===== config.mk =====
export PLATFORM = sky130hd
export DESIGN_NAME = ct_lsu_dcache_tag_ctrl_flat
export DESIGN_NICKNAME = d
export VERILOG_FILES = /design/src/rtl/ct_lsu_dcache_tag_ctrl_pkg.sv /design/src/rtl/ct_lsu_dcache_tag_ctrl_if.sv /design/src/rtl/ct_lsu_dcache_tag_cmp.sv /design/src/rtl/ct_lsu_dcache_tag_ctrl.sv /design/src/flat_wrapper.sv
export SDC_FILE = /design/constraint.sdc
export NUM_CORES = 1
export LEC_CHECK = 0
export ABC_AREA = 1
export ABC_CLOCK_PERIOD_IN_PS = 1320
export BUFFER_PORTS_ARGS = -buffer_cell sky130_fd_sc_hd__buf_2
export CORE_MARGIN = 1.5
export CORE_UTILIZATION = 38
export CTS_CLUSTER_DIAMETER = 60
export DETAILED_ROUTE_END_ITERATION = 16
export PLACE_DENSITY = 0.79
export SETUP_SLACK_MARGIN = 0.05
export SLEW_MARGIN = 10
export SYNTH_ARGS = -nofsm -noshare
export SYNTH_HDL_FRONTEND = slang
export SYNTH_SLANG_ARGS = --single-unit

===== constraint.sdc =====
create_clock -name forever_cpuclk -period 1.32 [get_ports forever_cpuclk]
set_clock_uncertainty 0.05 [all_clocks]
set_input_delay 0 -clock forever_cpuclk [delete_from_list [all_inputs] [get_ports forever_cpuclk]]
set_output_delay 0 -clock forever_cpuclk [all_outputs]
set_load 0.005 [all_outputs]

===== src/rtl/ct_lsu_dcache_tag_ctrl_pkg.sv =====
// Shared dcache tag configuration: index width selection, way field layout, FSM states.
package ct_lsu_dcache_tag_ctrl_pkg;

`ifdef DCACHE_32K
    localparam int unsigned DCACHE_IDX_W = 8;
`else
    localparam int unsigned DCACHE_IDX_W = 9;
`endif

    localparam int unsigned TAG_IDX_W = 9;
    localparam int unsigned PTAG_W    = 25;
    localparam int unsigned VALID_BIT = 25;
    localparam int unsigned WAY_W     = 26;
    localparam int unsigned WAY_NUM   = 2;
    localparam int unsigned ENTRY_W   = WAY_W * WAY_NUM;

    typedef enum logic {
        SWEEP = 1'b0,
        IDLE  = 1'b1
    } tag_state_e;

endpackage


===== src/rtl/ct_lsu_dcache_tag_ctrl_if.sv =====
// Request/response and tag-array signal bundle for the dcache tag controller.
interface ct_lsu_dcache_tag_ctrl_if
    import ct_lsu_dcache_tag_ctrl_pkg::*;
#(
    parameter int unsigned IDX_W = DCACHE_IDX_W
);
    logic                 rd_req_vld;
    logic [IDX_W-1:0]     rd_req_idx;
    logic [PTAG_W-1:0]    rd_req_ptag;
    logic                 rd_req_grnt;
    logic                 wr_req_vld;
    logic [IDX_W-1:0]     wr_req_idx;
    logic                 wr_req_way;
    logic [WAY_W-1:0]     wr_req_tag;
    logic                 wr_req_grnt;
    logic                 inv_all_req;
    logic                 inv_all_busy;
    logic                 inv_all_done;
    logic                 tag_gateclk_en;
    logic                 tag_sel_b;
    logic                 tag_gwen_b;
    logic [WAY_NUM-1:0]   tag_wen_b;
    logic [TAG_IDX_W-1:0] tag_idx;
    logic [ENTRY_W-1:0]   tag_din;
    logic [ENTRY_W-1:0]   tag_dout;
    logic                 rd_rsp_vld;
    logic [ENTRY_W-1:0]   rd_rsp_data;
    logic [WAY_NUM-1:0]   rd_rsp_hit_way;
    logic                 rd_rsp_hit;

    modport slave (
        input  rd_req_vld, rd_req_idx, rd_req_ptag,
        input  wr_req_vld, wr_req_idx, wr_req_way, wr_req_tag,
        input  inv_all_req, tag_dout,
        output rd_req_grnt, wr_req_grnt, inv_all_busy, inv_all_done,
        output tag_gateclk_en, tag_sel_b, tag_gwen_b, tag_wen_b, tag_idx, tag_din,
        output rd_rsp_vld, rd_rsp_data, rd_rsp_hit_way, rd_rsp_hit
    );

    modport master (
        output rd_req_vld, rd_req_idx, rd_req_ptag,
        output wr_req_vld, wr_req_idx, wr_req_way, wr_req_tag,
        output inv_all_req, tag_dout,
        input  rd_req_grnt, wr_req_grnt, inv_all_busy, inv_all_done,
        input  tag_gateclk_en, tag_sel_b, tag_gwen_b, tag_wen_b, tag_idx, tag_din,
        input  rd_rsp_vld, rd_rsp_data, rd_rsp_hit_way, rd_rsp_hit
    );
endinterface


===== src/rtl/ct_lsu_dcache_tag_cmp.sv =====
// Single-way tag compare: hit when the way is valid and its ptag matches.
module ct_lsu_dcache_tag_cmp
    import ct_lsu_dcache_tag_ctrl_pkg::*;
(
    input  logic [WAY_W-1:0]  way_i,
    input  logic [PTAG_W-1:0] ptag_i,
    output logic              hit_o
);
    assign hit_o = way_i[VALID_BIT] && (way_i[PTAG_W-1:0] == ptag_i);
endmodule


===== src/rtl/ct_lsu_dcache_tag_ctrl.sv =====
// Dcache tag-array access controller: invalidate sweep, write-over-read arbitration,
// and one-cycle-latency hit generation from the array read data.
module ct_lsu_dcache_tag_ctrl
    import ct_lsu_dcache_tag_ctrl_pkg::*;
#(
    parameter int unsigned IDX_W     = DCACHE_IDX_W,
    parameter int unsigned INDEX_NUM = 1 << IDX_W
)(
    input  logic                      forever_cpuclk,
    input  logic                      cpurst_b,
    ct_lsu_dcache_tag_ctrl_if.slave   bus
);
    localparam logic [IDX_W-1:0] CNT_LAST = IDX_W'(INDEX_NUM - 1);

    tag_state_e          state_q;
    logic [IDX_W-1:0]    cnt_q;
    logic                busy_q;
    logic                done_q;
    logic                rsp_vld_q;
    logic [PTAG_W-1:0]   ptag_q;

    logic                sweep;
    logic                wr_grnt;
    logic                rd_grnt;
    logic [IDX_W-1:0]    idx_sel;
    logic [WAY_NUM-1:0]  hit_way;

    // Array controls are combinational so reset already presents the sweep write of set 0.
    assign sweep   = (state_q == SWEEP);
    assign wr_grnt = !sweep && !bus.inv_all_req && bus.wr_req_vld;
    assign rd_grnt = !sweep && !bus.inv_all_req && !bus.wr_req_vld && bus.rd_req_vld;

    always_comb begin
        idx_sel = bus.rd_req_idx;
        if (sweep) begin
            idx_sel = cnt_q;
        end else if (wr_grnt) begin
            idx_sel = bus.wr_req_idx;
        end
    end

    always_comb begin
        bus.tag_wen_b = '1;
        if (sweep) begin
            bus.tag_wen_b = '0;
        end else if (wr_grnt) begin
            bus.tag_wen_b[bus.wr_req_way] = 1'b0;
        end
    end

    assign bus.rd_req_grnt    = rd_grnt;
    assign bus.wr_req_grnt    = wr_grnt;
    assign bus.tag_sel_b      = !(sweep || wr_grnt || rd_grnt);
    assign bus.tag_gateclk_en = !bus.tag_sel_b;
    assign bus.tag_gwen_b     = !(sweep || wr_grnt);
    assign bus.tag_idx        = TAG_IDX_W'(idx_sel);
    assign bus.tag_din        = wr_grnt ? {bus.wr_req_tag, bus.wr_req_tag} : '0;

    always_ff @(posedge forever_cpuclk or negedge cpurst_b) begin
        if (!cpurst_b) begin
            state_q   <= SWEEP;
            cnt_q     <= '0;
            busy_q    <= 1'b1;
            done_q    <= 1'b0;
            rsp_vld_q <= 1'b0;
            ptag_q    <= '0;
        end else begin
            done_q    <= 1'b0;
            rsp_vld_q <= rd_grnt;
            if (rd_grnt) begin
                ptag_q <= bus.rd_req_ptag;
            end
            case (state_q)
                SWEEP: begin
                    cnt_q <= cnt_q + 1'b1;
                    if (cnt_q == CNT_LAST) begin
                        state_q <= IDLE;
                        busy_q  <= 1'b0;
                        done_q  <= 1'b1;
                    end
                end
                IDLE: begin
                    if (bus.inv_all_req) begin
                        state_q <= SWEEP;
                        cnt_q   <= '0;
                        busy_q  <= 1'b1;
                    end
                end
                default: begin
                    state_q <= SWEEP;
                    cnt_q   <= '0;
                    busy_q  <= 1'b1;
                end
            endcase
        end
    end

    assign bus.inv_all_busy = busy_q;
    assign bus.inv_all_done = done_q;
    assign bus.rd_rsp_vld   = rsp_vld_q;
    assign bus.rd_rsp_data  = bus.tag_dout;

    ct_lsu_dcache_tag_cmp u_cmp_way0 (
        .way_i  (bus.tag_dout[WAY_W-1:0]),
        .ptag_i (ptag_q),
        .hit_o  (hit_way[0])
    );

    ct_lsu_dcache_tag_cmp u_cmp_way1 (
        .way_i  (bus.tag_dout[ENTRY_W-1:WAY_W]),
        .ptag_i (ptag_q),
        .hit_o  (hit_way[1])
    );

    assign bus.rd_rsp_hit_way = hit_way;
    assign bus.rd_rsp_hit     = |hit_way;
endmodule

===== src/flat_wrapper.sv =====
// flat-port wrapper written by rule: the top's interface ports become plain ports
module ct_lsu_dcache_tag_ctrl_flat import ct_lsu_dcache_tag_ctrl_pkg::*;
#(
    parameter int unsigned IDX_W     = DCACHE_IDX_W,
    parameter int unsigned INDEX_NUM = 1 << IDX_W
)
  (forever_cpuclk, cpurst_b, bus_rd_req_vld, bus_rd_req_idx, bus_rd_req_ptag, bus_wr_req_vld, bus_wr_req_idx, bus_wr_req_way, bus_wr_req_tag, bus_inv_all_req, bus_tag_dout, bus_rd_req_grnt, bus_wr_req_grnt, bus_inv_all_busy, bus_inv_all_done, bus_tag_gateclk_en, bus_tag_sel_b, bus_tag_gwen_b, bus_tag_wen_b, bus_tag_idx, bus_tag_din, bus_rd_rsp_vld, bus_rd_rsp_data, bus_rd_rsp_hit_way, bus_rd_rsp_hit);
  ct_lsu_dcache_tag_ctrl_if #(.IDX_W(IDX_W)) bus_i ();
  input  logic forever_cpuclk;
  input  logic cpurst_b;
  input wire logic [$bits(bus_i.rd_req_vld)-1:0] bus_rd_req_vld;
  input wire logic [$bits(bus_i.rd_req_idx)-1:0] bus_rd_req_idx;
  input wire logic [$bits(bus_i.rd_req_ptag)-1:0] bus_rd_req_ptag;
  input wire logic [$bits(bus_i.wr_req_vld)-1:0] bus_wr_req_vld;
  input wire logic [$bits(bus_i.wr_req_idx)-1:0] bus_wr_req_idx;
  input wire logic [$bits(bus_i.wr_req_way)-1:0] bus_wr_req_way;
  input wire logic [$bits(bus_i.wr_req_tag)-1:0] bus_wr_req_tag;
  input wire logic [$bits(bus_i.inv_all_req)-1:0] bus_inv_all_req;
  input wire logic [$bits(bus_i.tag_dout)-1:0] bus_tag_dout;
  output wire logic [$bits(bus_i.rd_req_grnt)-1:0] bus_rd_req_grnt;
  output wire logic [$bits(bus_i.wr_req_grnt)-1:0] bus_wr_req_grnt;
  output wire logic [$bits(bus_i.inv_all_busy)-1:0] bus_inv_all_busy;
  output wire logic [$bits(bus_i.inv_all_done)-1:0] bus_inv_all_done;
  output wire logic [$bits(bus_i.tag_gateclk_en)-1:0] bus_tag_gateclk_en;
  output wire logic [$bits(bus_i.tag_sel_b)-1:0] bus_tag_sel_b;
  output wire logic [$bits(bus_i.tag_gwen_b)-1:0] bus_tag_gwen_b;
  output wire logic [$bits(bus_i.tag_wen_b)-1:0] bus_tag_wen_b;
  output wire logic [$bits(bus_i.tag_idx)-1:0] bus_tag_idx;
  output wire logic [$bits(bus_i.tag_din)-1:0] bus_tag_din;
  output wire logic [$bits(bus_i.rd_rsp_vld)-1:0] bus_rd_rsp_vld;
  output wire logic [$bits(bus_i.rd_rsp_data)-1:0] bus_rd_rsp_data;
  output wire logic [$bits(bus_i.rd_rsp_hit_way)-1:0] bus_rd_rsp_hit_way;
  output wire logic [$bits(bus_i.rd_rsp_hit)-1:0] bus_rd_rsp_hit;
  assign bus_i.rd_req_vld = bus_rd_req_vld;
  assign bus_i.rd_req_idx = bus_rd_req_idx;
  assign bus_i.rd_req_ptag = bus_rd_req_ptag;
  assign bus_i.wr_req_vld = bus_wr_req_vld;
  assign bus_i.wr_req_idx = bus_wr_req_idx;
  assign bus_i.wr_req_way = bus_wr_req_way;
  assign bus_i.wr_req_tag = bus_wr_req_tag;
  assign bus_i.inv_all_req = bus_inv_all_req;
  assign bus_i.tag_dout = bus_tag_dout;
  assign bus_rd_req_grnt = bus_i.rd_req_grnt;
  assign bus_wr_req_grnt = bus_i.wr_req_grnt;
  assign bus_inv_all_busy = bus_i.inv_all_busy;
  assign bus_inv_all_done = bus_i.inv_all_done;
  assign bus_tag_gateclk_en = bus_i.tag_gateclk_en;
  assign bus_tag_sel_b = bus_i.tag_sel_b;
  assign bus_tag_gwen_b = bus_i.tag_gwen_b;
  assign bus_tag_wen_b = bus_i.tag_wen_b;
  assign bus_tag_idx = bus_i.tag_idx;
  assign bus_tag_din = bus_i.tag_din;
  assign bus_rd_rsp_vld = bus_i.rd_rsp_vld;
  assign bus_rd_rsp_data = bus_i.rd_rsp_data;
  assign bus_rd_rsp_hit_way = bus_i.rd_rsp_hit_way;
  assign bus_rd_rsp_hit = bus_i.rd_rsp_hit;
  ct_lsu_dcache_tag_ctrl #(.IDX_W(IDX_W), .INDEX_NUM(INDEX_NUM)) u_core (.forever_cpuclk(forever_cpuclk), .cpurst_b(cpurst_b), .bus(bus_i));
endmodule

# Word level (Yosys, flattened, before mapping)

Cells that the tools add are included.

$add $sub $neg: 1
Order comparisons: 2
Equal/unequal tests: 5
Multiplexer cells: 16
Bitwise operators: 2
Reductions and logical operators: 15

Operators with widths:

| kind                | number |
|---|---|
| $mux 52             | 1 |
| $eq 25x25->1        | 2 |
| $mux 9              | 3 |
| $pmux 9 s2          | 1 |
| $add 9x1->9 const B | 1 |
| $eq 9x9->1 const B  | 1 |
| $logic_and 1x1->1   | 7 |
| $mux 1              | 6 |
| $logic_not 1->1     | 4 |
| $mux 2              | 2 |
| $ne 2x2->1 const B  | 2 |
| $pmux 1 s2          | 2 |
| $logic_or 1x1->1    | 2 |
| $lt 1x2->1 const B  | 1 |
| $not 2->2           | 1 |
| $reduce_and 2->1    | 1 |
| $reduce_or 2->1     | 1 |
| $demux 1 s1         | 1 |
| $ge 1x1->1 const B  | 1 |
| $not 1->1           | 1 |

Register bits after elaboration: 38
Bits of input ports: 127
Output and inout port bits: 126
Word-level logic and storage cells: 47

# Depth between registers and ports, before layout

Gate-level depths: netlist of the first run.

Depth after elaboration: 7
Gate-level depth with buffers: 11
Gate-level depth less buffers: 10

# Hierarchy

A second synthesis of the first run with hierarchy kept.

Cells, all modules: 656
Area, all modules: 3743.6 sq um

By module, submodules not included:

| module                 | instances | cells each | area an instance (sq um) |
|---|---|---|---|
| ct_lsu_dcache_tag_ctrl | 1         | 380        | 2665.1 |
| ct_lsu_dcache_tag_cmp  | 2         | 138        | 539.3 |

# Worst setup path before layout of the first run

Ideal clock, no wire load.

Path type: reg-to-reg
Start point: register u_core.cnt_q[0]
End point: register u_core.cnt_q[8]
Library setup time: 126 ps
Arrival time: 1278 ps
Data required time: 1144 ps
Path slack: -133 ps
Stages on the path, launching flop included: 9
Path buffers: 0
Period minus slack after synthesis: 1453 ps
Cells stage by stage: dfrtp_1 ha_1 nand3_1 nor2_1 nand2_1 nor3_1 ha_1 nand2_1 o21ai_0

Longest elaborated chain between the ends: 2

Ends and longest elaborated chain:

| element                | RTL line                     | text |
|---|---|---|
| from (decl)            | ct_lsu_dcache_tag_ctrl.sv:16 | `logic [IDX_W-1:0] cnt_q;` |
| from (signal assigned) | ct_lsu_dcache_tag_ctrl.sv:75 | `cnt_q <= cnt_q + 1'b1;` |
| $add 9x1->9            | ct_lsu_dcache_tag_ctrl.sv:75 |  |
| $pmux 9 s2             | ct_lsu_dcache_tag_ctrl.sv:73 | `case (state_q)` |

No other way between the ends.
A chain may end at the register's enable or synchronous reset.

# Final worst setup path of the first run

Start point: register u_core.state_q
End point: output bus_tag_idx[0]

Longest elaborated chain between the ends: 4

Ends and longest elaborated chain:

| element                         | RTL line                     | text |
|---|---|---|
| from (decl)                     | ct_lsu_dcache_tag_ctrl.sv:15 | `tag_state_e state_q;` |
| from (signal assigned)          | ct_lsu_dcache_tag_ctrl.sv:61 | `state_q <= SWEEP;` |
| from (signal assigned)          | ct_lsu_dcache_tag_ctrl.sv:77 | `state_q <= IDLE;` |
| from (signal assigned)          | ct_lsu_dcache_tag_ctrl.sv:84 | `state_q <= SWEEP;` |
| $logic_and 1x1->1 (2 in series) | ct_lsu_dcache_tag_ctrl.sv:30 | `assign wr_grnt = !sweep && !bus.inv_all_req && bus.wr_req_vld;` |
| $mux 9                          | ct_lsu_dcache_tag_ctrl.sv:37 | `end else if (wr_grnt) begin` |
| $mux 9 *                        | ct_lsu_dcache_tag_ctrl.sv:35 | `if (sweep) begin` |
| to (decl)                       | flat_wrapper.sv:28           | `output wire logic [$bits(bus_i.tag_idx)-1:0] bus_tag_idx;` |

Every way passes the cells marked *; elsewhere a longest branch is shown, timed or not.

==> flow_metrics.env, run 1 <==
export IMPL_status="finished with violations"
export IMPL_failed_checks="setup timing"
export IMPL_die_width_um=98.52
export IMPL_synth_most_common_cell="nand2_1"
export IMPL_hold_viol=0
export IMPL_relSlewSlack=0.6612
export IMPL_leakage_nw=3.383
export IMPL_final_setup_viol_count=100
export IMPL_drc_errors=0
export IMPL_whs_ns=0.03938
export IMPL_initial_core_util=0.3956
export IMPL_maxCapViolations=0
export IMPL_async_flop_share=1.000
export IMPL_r2r_start="u_core.state_q$_DFF_PN0_"
export IMPL_final_fill_count=788
export IMPL_worst_pin_slew_ns=0.5082
export IMPL_yosys_top_cells_count="nand2_1, inv_1, buf_4, nor2_1, o21ai_0"
export IMPL_ant_nets=0
export IMPL_cts_tree="built"
export IMPL_fmax_mhz=608.8
export IMPL_postLayoutCoreUtil=0.6205
export IMPL_ys_ff_latch=38
export IMPL_cts_made_buffers=5
export IMPL_stdcell_area_mm2=0.005438
export IMPL_grt_total_usage=0.2204
export IMPL_critPathMaxFanout=14
export IMPL_holdCritPathClass="primary input to flip-flop"
export IMPL_root_buffer="clkbuf_8"
export IMPL_ir_drop_v=0.0005790
export IMPL_grt_antenna_before_repair=0
export IMPL_crit_start="u_core.state_q$_DFF_PN0_"
export IMPL_synth_edf_count=0
export IMPL_nets=933
export IMPL_first_pass_iters=4
export IMPL_synth_top_area_cell="dfrtp_1"
export IMPL_grt_pass1_vias=3707
export IMPL_n_antenna_cell=0
export IMPL_clkTransAtPathRegs_ns=0.07
export IMPL_yosys_top_cells_area="dfrtp_1, buf_4, nand2_1"
export IMPL_clock_path_buffers=2
export IMPL_cp_required_ns=1.27
export IMPL_netlist_area_leader_share=0.2671
export IMPL_p_per_area_mw_per_mm2=769.6
export IMPL_worstSetupPathType="flip-flop to output pin"
export IMPL_grt_pass1_wl_um=17320
export IMPL_portBuffers=252
export IMPL_syn_nets=690
export IMPL_core_area_mm2=0.008763
export IMPL_dpl_hpwl_um=8129
export IMPL_critical_path_max_stage_delay_ns=0.43
export IMPL_period_share=1.244
export IMPL_routed_wl_um=11690
export IMPL_arrival_ns=1.59
export IMPL_drt_iter0_markers=149
export IMPL_end_kind="output pin"
export IMPL_ys_seq_area_frac=0.2746
export IMPL_period_minus_slack_ns=1.642
export IMPL_cts_sinks=38
export IMPL_cp_start_kind="flip-flop"
export IMPL_dpl_cell_area_mm2=0.004417
export IMPL_pin_count=253
export IMPL_synth_main_ff_cell="dfrtp_1"
export IMPL_min_from="bus_inv_all_req"
export IMPL_syn_avg_cell_area_um2=6.180
export IMPL_dieHeight_um=98.52
export IMPL_cp_cell_sequence="inv_8 -> nor2_4 -> nand2_4 -> buf_12 -> o221a_2 -> buf_2"
export IMPL_crit_buf_inv=3
export IMPL_clk_latency_ns=0.28
export IMPL_grt_max_degree=39
export IMPL_synthCells=561
export IMPL_place_congestion=0.8409
export IMPL_die_area_mm2=0.009706
export IMPL_path_delay_family="flip-flops"
export IMPL_p_total_mw=4.185
export IMPL_rows=34
export IMPL_drive_gt1_frac=0.4894
export IMPL_grt_overflow=0
export IMPL_rsz0062_at_grt="yes"
export IMPL_ys_warn_count=0
export IMPL_viasPerCell=4.459
export IMPL_cts_max_level=2
export IMPL_drv_slew=0
export IMPL_fin_ws_ns=-0.3224
export IMPL_synth_cell_area_mm2=0.003467
export IMPL_num_vias=4071
export IMPL_syn2layout_area_growth_pct=56.84
export IMPL_wl_per_cell_um=12.80
export IMPL_fin_tns_setup_ns=-20.09
export IMPL_ys_types=27
export IMPL_critPathSlowestCell="dfrtp_2"
## cell usage in the layout (no fill, tap or decap), drive strengths merged
cell type	Yosys	final
nor2	58	58
nand4	5	5
o22ai	6	6
dlygate4sd3	0	26
nand3	6	6
ha	2	2
dfrtp	37	37
buf	89	298
o21ai	51	51
o211ai	1	1
xnor2	13	13
nor3	3	3
clkinv	1	2
nand3b	1	1
nand2	161	161
dfstp	1	1
o221a	1	1
clkbuf	1	9
a21boi	1	1
inv	123	123
## power breakdown
| group | internal, mW | switching, mW |
|---|---|---|
| logic | 0.906 | 0.937 |
| clock network | 0.376 | 0.417 |
| registers | 1.38 | 0.168 |
| total | 2.66 | 1.52 |
## cell families after synthesis
family          count (synthesis)  share of synthesized area
compound gates                 60                    0.09203
buf+inv                       214                     0.3259
fa+ha+maj                       2                   0.007216
flops                          38                     0.2746
xor+xnor                       13                    0.03284
simple gates                  234                     0.2674
## through the flow
stage / setup slack, ns / cells
4_1_cts: -0.2494 / 905
3_3_place_gp: -0.1553 / 852
6_report: -0.3224 / 913
3_5_place_dp: -0.2048 / 852
2_1_floorplan: -0.1304 / 561
5_1_grt: -0.4138 / 913
## worst paths after layout
path                                                  endpoint  slack [ns]  cells after the start
setup / recovery                                bus_tag_idx[0]       -0.32                      6
hold / removal             u_core.bus.inv_all_busy$_DFFE_PN1P_        0.04                      4
setup reg to reg                 u_core.ptag_q[22]$_DFFE_PN0P_       -0.32                      9
hold reg to reg            u_core.bus.inv_all_busy$_DFFE_PN1P_        0.43                      2
max in group asynchronous             u_core.state_q$_DFF_PN0_        0.58                      3
min in group asynchronous        u_core.ptag_q[13]$_DFFE_PN0P_        0.24                      3
## timing repair
action | in CTS | in global routing
hold endpoints to repair | 62 | 0
resized for setup | 87 | 75
cloned | 4 | 2
setup endpoints to repair | 101 | 106
hold buffers | 26 | 0
buffers inserted | 15 | 14
pin swaps | 17 | 18
## registers in the layout, indices dropped and copies added (netlist names)
name,cells
u_core.bus.inv_all_done,1
u_core.state_q,1
u_core.ptag_q,25
u_core.cnt_q,9
u_core.bus.inv_all_busy,1
u_core.bus.rd_rsp_vld,1
## layout make-up
cell class / count / area, µm² / share of cell area
clock buffers: 8 / 80.08 / 0.01473
inverters: 124 / 483.0 / 0.08882
multi-input cells: 309 / 1678 / 0.3086
flip-flops and latches: 38 / 954.7 / 0.1756
well taps: 108 / 135.1 / 0.02485
repair buffers: 325 / 2102 / 0.3866
repair inverters: 1 / 5.005 / 0.0009204
## layer usage
layer  part of all wire  GRT usage  wire (µm)
met5                  0          0          0
met4              0.017    0.05200        195
met3              0.062    0.02553        727
met2               0.52     0.4015       6110
met1               0.40     0.2777       4657
## worst min-delay path: cells and delay by family
| family | cells | cell delay, ns |
|---|---|---|
| and+or+nand+nor | 2 | 0.13 |
| buffers and inverters | 2 | 0.23 |
Note: power is estimated with default switching activity, not from simulation.
==> run 2: changes to the inputs <==
ABC_AREA = unset   (was 1)
CORE_AREA = 2 2 99 101   (was unset)
CORE_MARGIN = unset   (was 1.5)
CORE_UTILIZATION = unset   (was 38)
DIE_AREA = 0 0 101 103   (was unset)
PLACE_DENSITY = 0.73   (was 0.79)
==> run 2 against run 1 <==
  * The flow still finishes with violations (setup timing)
  * Critical path depth is the same
  * Clock power grew 53%
  * Register-to-register slack worse by 0.03 ns
  * Wire length rose by 6.5%
  * Global-route usage is 0.44 points lower
  * Via count is 18% lower
  * Synthesized area is 11% lower
  * Sequential power barely moved
  * Worst hold slack gained 0.035 ns
==> flow_metrics.env, run 2 <==
export IMPL_fin_ws_ns=-0.6904
export IMPL_grt_antenna_before_repair=3
export IMPL_syn_avg_cell_area_um2=9.256
export IMPL_ys_types=32
export IMPL_viasPerCell=4.686
export IMPL_regArea_um2=952.2
export IMPL_syn_nets=461
export IMPL_layout_cells_most_common="buf_2"
export IMPL_final_setup_viol_count=101
export IMPL_grt_max_degree=36
export IMPL_place_congestion=0.9005
export IMPL_ys_ff_latch=38
export IMPL_ys_seq_area_frac=0.3099
export IMPL_clkTransAtPathRegs_ns=0.09
export IMPL_worstSetupPathType="flip-flop to output pin"
export IMPL_portBuffers=252
export IMPL_multi_input_area_mm2=0.001856
export IMPL_critPathMaxFanout=2
export IMPL_ir_drop_v=0.0005375
export IMPL_synth_cell_area_mm2=0.003073
export IMPL_final_fill_count=740
export IMPL_dpl_hpwl_um=8717
export IMPL_yosys_top_cells_count="buf_4, xnor2_1, dfrtp_1, and3_1, mux2_2"
export IMPL_syn2layout_area_growth_pct=89.09
export IMPL_drv_slew=0
export IMPL_first_pass_iters=4
export IMPL_whs_ns=0.07403
export IMPL_reg2reg_to="u_core.ptag_q[3]$_DFFE_PN0P_"
export IMPL_fmax_mhz=497.4
export IMPL_netlist_area_leader_share=0.3013
export IMPL_leakage_nw=2.841
export IMPL_p_per_area_mw_per_mm2=840.0
export IMPL_arrival_ns=1.96
export IMPL_fin_tns_setup_ns=-28.32
export IMPL_failed_checks="setup timing"
export IMPL_nets=723
export IMPL_dpl_cell_area_mm2=0.004280
export IMPL_synth_main_ff_cell="dfrtp_1"
export IMPL_cts_max_level=2
export IMPL_cts_made_buffers=5
export IMPL_yosys_top_cells_area="dfrtp_1, buf_4, xnor2_1"
export IMPL_end_kind="output pin"
export IMPL_clk_latency_ns=0.29
export IMPL_rows=36
export IMPL_stdcell_area_mm2=0.005811
export IMPL_ys_warn_count=0
export IMPL_maxCapViolations=0
export IMPL_rsz0062_at_grt="yes"
export IMPL_wl_per_cell_um=17.51
export IMPL_cts_tree="built"
export IMPL_grt_pass1_wl_um=17140
export IMPL_hold_path_depth=3
export IMPL_initial_core_util=0.3249
export IMPL_relSlewSlack=0.6874
export IMPL_drt_iter0_markers=37
export IMPL_synth_top_area_cell="dfrtp_1"
export IMPL_synth_edf_count=0
export IMPL_critical_path_max_stage_delay_ns=0.51
export IMPL_cts_sinks=38
export IMPL_r2r_slack_ns=-0.35
export IMPL_cp_start_kind="flip-flop"
export IMPL_ant_nets=0
export IMPL_drive_gt1_frac=0.7126
export IMPL_cp_cell_sequence="xnor2_2 -> nand4_1 -> or4_1 -> nor4_2 -> or2_1 -> buf_2"
export IMPL_status="finished with violations"
export IMPL_worst_pin_slew_ns=0.4689
export IMPL_clock_path_buffers=2
export IMPL_die_area_mm2=0.01040
export IMPL_routed_wl_um=12450
export IMPL_grt_overflow=0
export IMPL_largest_reg_flops=25
export IMPL_final_cell_mix="buf_2, buf_6, xnor2_1, dfrtp_1, buf_4"
export IMPL_core_area_mm2=0.009459
export IMPL_dp_cells=647
export IMPL_r2r_start="u_core.state_q$_DFF_PN0_"
export IMPL_pin_count=253
export IMPL_grt_total_usage=0.2160
export IMPL_async_flop_share=1.000
export IMPL_largest_register="u_core.ptag_q"
export IMPL_hold_viol=0
export IMPL_holdCritPathClass="primary input to flip-flop"
export IMPL_synthCells=332
export IMPL_reg_top3="u_core.ptag_q: 25 flops, u_core.cnt_q: 9 flops"
export IMPL_synth_most_common_cell="buf_4"
export IMPL_rr_worst_depth=6
export IMPL_period_share=1.523
export IMPL_num_vias=3332
export IMPL_dieHeight_um=103
export IMPL_critPathSlowestCell="or4_1"
export IMPL_min_from="bus_inv_all_req"
export IMPL_grt_pass1_vias=3400
export IMPL_die_width_um=101
export IMPL_stdcell_count=711
export IMPL_whs_endpoint="u_core.cnt_q[6]$_DFFE_PN0P_"
export IMPL_cp_required_ns=1.27
export IMPL_root_buffer="clkbuf_8"
export IMPL_period_minus_slack_ns=2.010
export IMPL_drc_errors=0
==> run 2: changes by cell type after synthesis, sizes merged, moves of 3 or more <==
| cell | delta |
|---|---|
| a31oi | +6 |
| and3 | +29 |
| buf | -5 |
| clkbuf | +8 |
| inv | -118 |
| mux2 | +25 |
| nand2 | -136 |
| nand4 | +8 |
| nor2 | -50 |
| nor2b | +4 |
| nor3 | -3 |
| o21ai | -46 |
| xnor2 | +39 |
==> run 2: worst max-delay path by stage <==
stage | slack (ns) | depth (start not counted) | end | from
after global placement | -0.42 | 6 | bus_rd_rsp_hit | u_core.ptag_q[24]$_DFFE_PN0P_
after floorplan | -0.18 | 6 | u_core.ptag_q[13]$_DFFE_PN0P_ | u_core.state_q$_DFF_PN0_
final | -0.69 | 6 | bus_rd_rsp_hit | u_core.ptag_q[24]$_DFFE_PN0P_
after CTS | -0.68 | 6 | bus_rd_rsp_hit | u_core.ptag_q[24]$_DFFE_PN0P_
after detailed placement | -0.42 | 6 | bus_rd_rsp_hit | u_core.ptag_q[24]$_DFFE_PN0P_
after global routing | -0.81 | 6 | bus_rd_rsp_hit | u_core.ptag_q[24]$_DFFE_PN0P_
==> run 2: repair_timing <==
action,4_1_cts,5_1_grt
gates cloned,5,0
setup buffers,21,8
endpoints found under the setup margin,94,105
hold buffers,26,0
endpoints found under the hold margin,63,0
pin swaps,40,34
resized for setup,112,58
==> run 2: report_power, final <==
part	switching, mW	total, mW	internal [mW]
clock network	0.456	1.21	0.758
registers	0.177	1.53	1.35
logic	0.850	2.14	1.29
total	1.48	4.88	3.40
==> run 2: metal layers <==
layer  track usage  share of wire  routed length (µm)  vias to the layer above
met5             0         0.0010                  13                        -
met4       0.05405          0.019                 242                        2
met3       0.04136          0.067                 835                       20
met2        0.4533           0.57                7051                      178
met1        0.2141           0.35                4305                     1562
li1              -              -                   -                     1570
==> run 2: critical path, delay by kind of cell (launching register included) <==
kind / cells / cell delay (ns)
xor gates and xnor gates: 1 / 0.17
DFF: 1 / 0.42
and+or+nand+nor: 4 / 0.97
buffers and inverters: 1 / 0.10
==> run 2: logic make-up (layout without fill, tap and decap cells) <==
kind of cell / Yosys count / count (layout) / synth area share
adders and majority gates: 2 / 2 / 0.008142
and+or+nand+nor: 91 / 91 / 0.1637
other: 0 / 2 / 0
muxes: 26 / 26 / 0.09487
buffers and inverters: 99 / 362 / 0.2231
DFF: 38 / 38 / 0.3099
xor gates and xnor gates: 54 / 54 / 0.1539
AOI/OAI and AO/OA: 22 / 22 / 0.04642
==> run 2: metrics by stage <==
step | power (mW) | setup WS (ns) | util
finish | 4.881 | -0.6904 | 0.6143
global route | 5.142 | -0.8107 | 0.6143
CTS | 4.777 | -0.6849 | 0.5845
detailed placement | 3.241 | -0.4249 | 0.4525
global placement | 3.188 | -0.4205 | 0.4525
floorplan | 2.479 | -0.1848 | -
==> run 2: area by class of cell <==
type                       count  area share
antenna                        2   0.0008613
inverter                       6    0.006460
tap                          114     0.02455
sequential                    38      0.1639
multi-input combinational    195      0.3193
clock inverter                 3     0.01184
clock buffer                   5     0.01184
timing repair buffer         348      0.4612
